[config.mk]
export PLATFORM = sky130hd
export DESIGN_NAME = axi_burst_slave_mem
export DESIGN_NICKNAME = d
export VERILOG_FILES = /design/src/rtl/axi_pkg.sv /design/src/rtl/slave_mem_1w1r.sv /design/src/rtl/axi_burst_slave_mem.sv
export SDC_FILE = /design/constraint.sdc
export NUM_CORES = 2
export LEC_CHECK = 0
export ABC_AREA = 1
export CAP_MARGIN = 20
export CELL_PAD_IN_SITES_DETAIL_PLACEMENT = 0
export CELL_PAD_IN_SITES_GLOBAL_PLACEMENT = 1
export CORE_MARGIN = 2
export CORE_UTILIZATION = 50
export CTS_CLUSTER_DIAMETER = 80
export DETAILED_ROUTE_END_ITERATION = 16
export GPL_TIMING_DRIVEN = 0
export PLACE_DENSITY = 0.86
export SYNTH_ARGS = -nofsm -noshare
export SYNTH_HDL_FRONTEND = slang
export SYNTH_SLANG_ARGS = --single-unit
[constraint.sdc]
create_clock -name sys_clk -period 9.4 [get_ports sys_clk]
set_clock_uncertainty 0.1 [all_clocks]
set_input_delay 0.94 -clock sys_clk [delete_from_list [all_inputs] [get_ports sys_clk]]
set_output_delay 0.94 -clock sys_clk [all_outputs]
set_load 0.03 [all_outputs]
[src/rtl/axi_pkg.sv]
// Shared types and constants for the AXI burst slave memory.
//   RESP_OKAY / RESP_SLVERR : B/R channel response codes
//   r_state_t               : read channel FSM states
//   w_state_t               : write channel FSM states
package axi_pkg;

    localparam logic [1:0] RESP_OKAY   = 2'b00;
    localparam logic [1:0] RESP_SLVERR = 2'b10;

    typedef enum logic {
        R_IDLE,
        R_BURST
    } r_state_t;

    typedef enum logic [1:0] {
        W_IDLE,
        W_DATA,
        W_RESP
    } w_state_t;

endpackage

[src/rtl/slave_mem_1w1r.sv]
// Word-addressed memory with one write port and one registered read port.
// A read and a write to the same index in the same cycle return the old
// contents (read-before-write). The array itself is not reset; only the
// read data register is.
//   sys_clk, sys_rst_n : clock, async active-low reset (read register only)
//   wr_en/wr_addr/wr_data : write port
//   rd_en/rd_addr         : read request, data appears on rd_data next cycle
//   rd_data               : registered read data, held while rd_en is low
module slave_mem_1w1r #(
    parameter int DATA_WIDTH = 32,
    parameter int ADDR_BITS  = 6
) (
    input  logic                  sys_clk,
    input  logic                  sys_rst_n,
    input  logic                  wr_en,
    input  logic [ADDR_BITS-1:0]  wr_addr,
    input  logic [DATA_WIDTH-1:0] wr_data,
    input  logic                  rd_en,
    input  logic [ADDR_BITS-1:0]  rd_addr,
    output logic [DATA_WIDTH-1:0] rd_data
);

    localparam int DEPTH = 1 << ADDR_BITS;

    logic [DATA_WIDTH-1:0] mem [DEPTH];

    always_ff @(posedge sys_clk) begin
        if (wr_en) begin
            mem[wr_addr] <= wr_data;
        end
    end

    always_ff @(posedge sys_clk or negedge sys_rst_n) begin
        if (!sys_rst_n) begin
            rd_data <= '0;
        end else if (rd_en) begin
            rd_data <= mem[rd_addr];
        end
    end

endmodule

[src/rtl/axi_burst_slave_mem.sv]
// AXI4-style INCR burst memory responder (slave side of AR/R and AW/W/B).
// One word per beat, word address +1 per beat, address wraps modulo the
// memory depth. Read and write channels have independent FSMs.
//   sys_clk, sys_rst_n          : clock, async active-low reset
//   araddr/arlen/arvalid/arready: read address channel
//   rdata/rresp/rlast/rvalid/rready : read data channel (rresp always OKAY)
//   awaddr/awlen/awvalid/awready: write address channel
//   wdata/wlast/wvalid/wready   : write data channel
//   bresp/bvalid/bready         : write response (SLVERR on wlast mismatch)
//
// state  | meaning
// R_IDLE | arready high, waiting for a read burst request
// R_BURST| presenting read beats, rdata/rlast held while stalled
// W_IDLE | awready high, waiting for a write burst request
// W_DATA | wready high, writing one word per accepted beat
// W_RESP | bvalid high, holding bresp until bready
module axi_burst_slave_mem
    import axi_pkg::*;
#(
    parameter int ADDR_WIDTH      = 32,
    parameter int DATA_WIDTH      = 32,
    parameter int BURST_LEN_WIDTH = 8,
    parameter int MEM_DEPTH_LOG2  = 6
) (
    input  logic                       sys_clk,
    input  logic                       sys_rst_n,
    input  logic [ADDR_WIDTH-1:0]      araddr,
    input  logic [BURST_LEN_WIDTH-1:0] arlen,
    input  logic                       arvalid,
    output logic                       arready,
    output logic [DATA_WIDTH-1:0]      rdata,
    output logic [1:0]                 rresp,
    output logic                       rlast,
    output logic                       rvalid,
    input  logic                       rready,
    input  logic [ADDR_WIDTH-1:0]      awaddr,
    input  logic [BURST_LEN_WIDTH-1:0] awlen,
    input  logic                       awvalid,
    output logic                       awready,
    input  logic [DATA_WIDTH-1:0]      wdata,
    input  logic                       wlast,
    input  logic                       wvalid,
    output logic                       wready,
    output logic [1:0]                 bresp,
    output logic                       bvalid,
    input  logic                       bready
);

    r_state_t                   r_state;
    logic [ADDR_WIDTH-1:0]      rd_ptr;
    logic [BURST_LEN_WIDTH-1:0] rd_cnt;
    logic                       ar_hs;
    logic                       r_hs;
    logic                       rd_en;
    logic [MEM_DEPTH_LOG2-1:0]  rd_idx;

    w_state_t                   w_state;
    logic [ADDR_WIDTH-1:0]      wr_ptr;
    logic [BURST_LEN_WIDTH-1:0] wr_cnt;
    logic                       aw_hs;
    logic                       w_hs;
    logic                       cnt_done;
    logic                       w_end;

    assign rresp = RESP_OKAY;

    assign ar_hs = (r_state == R_IDLE) && arvalid && arready;
    assign r_hs  = (r_state == R_BURST) && rvalid && rready;

    // A load is issued for the first beat on AR accept and for each
    // following beat when the current one is taken; the memory register
    // then becomes rdata, so rdata stays put during stalls.
    assign rd_en  = ar_hs || (r_hs && !rlast);
    assign rd_idx = ar_hs ? araddr[MEM_DEPTH_LOG2-1:0] : rd_ptr[MEM_DEPTH_LOG2-1:0];

    assign aw_hs    = (w_state == W_IDLE) && awvalid && awready;
    assign w_hs     = (w_state == W_DATA) && wvalid && wready;
    assign cnt_done = (wr_cnt == '0);
    assign w_end    = cnt_done || wlast;

    slave_mem_1w1r #(
        .DATA_WIDTH (DATA_WIDTH),
        .ADDR_BITS  (MEM_DEPTH_LOG2)
    ) u_mem (
        .sys_clk   (sys_clk),
        .sys_rst_n (sys_rst_n),
        .wr_en     (w_hs),
        .wr_addr   (wr_ptr[MEM_DEPTH_LOG2-1:0]),
        .wr_data   (wdata),
        .rd_en     (rd_en),
        .rd_addr   (rd_idx),
        .rd_data   (rdata)
    );

    always_ff @(posedge sys_clk or negedge sys_rst_n) begin
        if (!sys_rst_n) begin
            r_state <= R_IDLE;
            arready <= 1'b0;
            rvalid  <= 1'b0;
            rlast   <= 1'b0;
            rd_ptr  <= '0;
            rd_cnt  <= '0;
        end else begin
            case (r_state)
                R_IDLE: begin
                    if (ar_hs) begin
                        rd_ptr  <= araddr + ADDR_WIDTH'(1);
                        rd_cnt  <= arlen;
                        rvalid  <= 1'b1;
                        rlast   <= (arlen == '0);
                        arready <= 1'b0;
                        r_state <= R_BURST;
                    end else begin
                        arready <= 1'b1;
                    end
                end
                R_BURST: begin
                    if (r_hs) begin
                        if (rlast) begin
                            rvalid  <= 1'b0;
                            rlast   <= 1'b0;
                            arready <= 1'b1;
                            r_state <= R_IDLE;
                        end else begin
                            rd_ptr <= rd_ptr + ADDR_WIDTH'(1);
                            rd_cnt <= rd_cnt - BURST_LEN_WIDTH'(1);
                            rlast  <= (rd_cnt == BURST_LEN_WIDTH'(1));
                        end
                    end
                end
                default: r_state <= R_IDLE;
            endcase
        end
    end

    always_ff @(posedge sys_clk or negedge sys_rst_n) begin
        if (!sys_rst_n) begin
            w_state <= W_IDLE;
            awready <= 1'b0;
            wready  <= 1'b0;
            bvalid  <= 1'b0;
            bresp   <= RESP_OKAY;
            wr_ptr  <= '0;
            wr_cnt  <= '0;
        end else begin
            case (w_state)
                W_IDLE: begin
                    if (aw_hs) begin
                        wr_ptr  <= awaddr;
                        wr_cnt  <= awlen;
                        awready <= 1'b0;
                        wready  <= 1'b1;
                        w_state <= W_DATA;
                    end else begin
                        awready <= 1'b1;
                    end
                end
                W_DATA: begin
                    if (w_hs) begin
                        wr_ptr <= wr_ptr + ADDR_WIDTH'(1);
                        if (w_end) begin
                            // Burst ends on whichever comes first; any
                            // disagreement between count and wlast is an error.
                            wready  <= 1'b0;
                            bvalid  <= 1'b1;
                            bresp   <= (cnt_done != wlast) ? RESP_SLVERR : RESP_OKAY;
                            w_state <= W_RESP;
                        end else begin
                            wr_cnt <= wr_cnt - BURST_LEN_WIDTH'(1);
                        end
                    end
                end
                W_RESP: begin
                    if (bready) begin
                        bvalid  <= 1'b0;
                        bresp   <= RESP_OKAY;
                        awready <= 1'b1;
                        w_state <= W_IDLE;
                    end
                end
                default: w_state <= W_IDLE;
            endcase
        end
    end

endmodule
==> results.cfg <==
[outcome]
status = finished, final reports clean

[global_route]
grt_pass1_vias = 65000
use_met2_pct = 55.0
antenna_found_initial = 34
grtUsageTotal_pct = 38.0
grt_pass1_wl_mm = 496
grt_max_degree = 65
top_usage_layer = met2
grt-ovfl-total = 0
gr-usage-met3_pct = 10.2
use_met1_pct = 48.9

[clock_network]
clk_pin_slew_ns = 0.06
cts_tree = done
clkLatencyLatePin_ns = 0.93
cts_setup_buffers = 0
htreeDepth = 4
clk_path_buf_depth = 3
cts-root-buf = clkbuf_16
cts_made_buffers = 211
cts.sinks = 2118

[drt]
ant_nets = 0
drtIter0Drc = 12900
dr.pass1.iters = 6
num_vias = 70700
vias_per_cell = 5.85
routed_wl_mm = 366
remaining_drc_errors = 0
routedWlPerCell_um = 30.3

[timing]
finalCriticalPeriod_ns = 4.77
fin_crit_sh_pct = 50.7
slew_violations = 0
max_slew.worst_pin.slew_ns = 1.33
rsz0062_at_grt = no
fmax_mhz = 210
setup_viol = 0
fin_tns_setup_ns = 0
finalHoldViolCount = 0
worst_slew_margin_rel_pct = 10.8

[logic_synthesis]
synth_top_family_by_area = simple AND/OR/NAND/NOR gates
synth_fa_ha_area_share_pct = 0.0943
synth_most_common_cell = nand2_1
synth_cell_types = 36
synth_ff_type = edfxtp_1
yosysTopAreaCell = edfxtp_1
syn_area_sq_mm = 0.0929
yosys_warnings = 0
synth_common_cells = nand2_1, edfxtp_1, nand3_1
synth-edff-count = 2048
synth_xor_area_share_pct = 0.104
postSynth.asyncResetShare_pct = 3.31
ys_top_cells_by_area = edfxtp_1, nand3_1, nand2_1, inv_1, dfrtp_1
synth-seq-cells = 2118
syn_inst = 8981
muxShareOfSynthArea_pct = 0
seq_area_frac_synth_pct = 68.1
synth_top_area_share_pct = 66.2
synthSimpleGateAreaFrac_pct = 21.4
synth-compound-area-share_pct = 0.467
avgSynthCellArea_sq_um = 10.3

[place]
place_congestion = 1.04
dp_hpwl_mm = 255
port_buffers = 106

[flow_run]
drv_cap = 0

[setup_path]
crit_slowest_cell = clkbuf_1
cp_num_buf_inv = 3
critPathCaptureType = flip-flop
worstSetupPathType = in -> reg
arrival_ns = 5.46
path_cells = clkdlybuf4s50_1 -> nand4_4 -> nand2_2 -> buf_2 -> clkbuf_1 -> nand2_1 -> nand3_1 -> nand3_1 -> nand3_1 -> nand2_1 -> nand2_1 -> nand3_1 -> nand3_1 -> nand2_1
rr_startpoint = r_state
cp.required_ns = 10.09
critPathMaxFanout = 10
critPathLaunchType = input pin
slowest_delay_ns = 0.91
reg2reg_depth = 14
r2r-end = u_mem.rd_data[9]
critPathTopFamily = simple AND/OR/NAND/NOR gates
r2r_slack_ns = 4.74
crit_top_cell = nand3_1

[finish]
layout.nets = 9550
layout-drive-gt1-share_pct = 9.53
synthToLayoutAreaGrowth_pct = 15.1
postLayoutCoreUtil_pct = 57.8

[pwr]
power_leakage_nw = 45.0
p_per_area_mw_per_mm2 = 185
ir_drop_uv = 217

[worst_hold_path]
min-delay-start = wdata[30]
holdPathEnd = u_mem.mem[58][30]
hp-class = in -> reg
hold_depth = 1

[floorplanning]
ioPinCount = 162
die_w_um = 435
std_cell_rows = 158
die_area_sq_mm = 0.189
dieHeight_um = 435
coreArea_sq_mm = 0.185
start_util_pct = 50.2
## registers in the layout, indices dropped and copies added, names as in the netlist, 2 cells and up
| name | cells |
|---|---|
| u_mem.rd_data | 32 |
| u_mem.mem | 2048 |
| wr_ptr | 6 |
| rd_ptr | 6 |
| w_state | 2 |
| wr_cnt | 8 |
| rd_cnt | 8 |
## cells in the final DEF, fill, tap and decap left out, types with 8 or more instances in the layout
| master | synthesis | layout |
|---|---|---|
| buf_2 | 334 | 340 |
| nor2_1 | 93 | 29 |
| o21ai_0 | 43 | 43 |
| clkinv_2 | 0 | 39 |
| inv_1 | 1788 | 1788 |
| a21oi_1 | 8 | 8 |
| clkbuf_8 | 0 | 10 |
| diode_2 | 0 | 17 |
| bufinv_16 | 0 | 13 |
| nand2_1 | 2322 | 2322 |
| buf_4 | 46 | 73 |
| dfrtp_1 | 70 | 70 |
| buf_16 | 0 | 31 |
| nor2_4 | 0 | 64 |
| buf_1 | 13 | 13 |
| edfxtp_1 | 2048 | 2048 |
| clkinv_1 | 0 | 47 |
| clkbuf_16 | 0 | 215 |
| xor2_1 | 8 | 8 |
| o22ai_1 | 11 | 11 |
| clkdlybuf4s50_1 | 0 | 73 |
| buf_12 | 0 | 86 |
| clkbuf_1 | 82 | 131 |
| nand3b_1 | 124 | 124 |
| nand3_1 | 1931 | 1931 |
## repair_timing
| action | in CTS | in global routing |
|---|---|---|
| gates resized for setup | 0 | 0 |
| setup endpoints to repair | 0 | 0 |
| endpoints found under the hold margin | 42 | 0 |
| hold buffers | 1 | 0 |
## layout make-up
class	instances	area [sq um]
fill	15200	78200
sequential	2118	63300
multi-input combinational	4593	21000
inverter	1791	6720
clock buffer	273	5690
timing repair buffer	227	3590
tap	2480	3100
buffer	481	2440
clock inverter	119	1070
antenna	17	42.5
## stage by stage
stage / std cells / power, mW / cell area [sq um] / setup WS (ns) / hold WS [ns]
finish: 12100 / 19.7 / 107000 / 4.63 / 0.241
global route: 12100 / 20.1 / 107000 / 4.76 / 0.233
CTS: 12100 / 19.7 / 107000 / 5.08 / 0.221
detailed placement: 11700 / 11.5 / 100000 / 4.17 / 0.367
global placement: 11600 / 11.4 / 97100 / 1.69 / 0.368
floorplan: 8983 / 11.0 / 92900 / 5.76 / 0.367
## how the worst max path moves through the flow
stage / slack, ns / end / cells after the start / from
4_1_cts: 5.08 / u_mem.rd_data[10] / 14 / arvalid
3_5_place_dp: 4.17 / u_mem.rd_data[13] / 15 / arvalid
2_1_floorplan: 5.76 / u_mem.mem[10][0] / 5 / wvalid
6_report: 4.63 / u_mem.rd_data[9] / 14 / arvalid
3_3_place_gp: 1.69 / u_mem.mem[48][17] / 6 / wvalid
5_1_grt: 4.76 / u_mem.rd_data[10] / 14 / arvalid
## worst reg2reg max path: cells and delay by family, from the launching register on
| family | cells | cell delay [ns] |
|---|---|---|
| AND/OR/NAND/NOR | 11 | 2.42 |
| buffers and inverters | 3 | 1.62 |
| flip-flops | 1 | 0.42 |
## power by group
part	leakage, nW	switching, mW	internal, mW
logic	22.4	0.626	0.189
clock network	3.30	3.77	4.63
registers	19.3	0.0487	10.5
total	45.0	4.44	15.3
## cell families after synthesis
group	after synthesis
AND/OR/NAND/NOR	4495
AO/OA/AOI/OAI	77
buffers and inverters	2272
other	1
flip-flops	2118
XOR/XNOR	11
adder cells (fa/ha/maj)	7
## layer usage
layer	vias up	share of wire, %
met1	33700	34
met5	-	0.033
li1	30100	-
met2	5715	42
met3	1146	14
met4	18	9.2
Note: power is estimated with default switching activity, not from simulation.
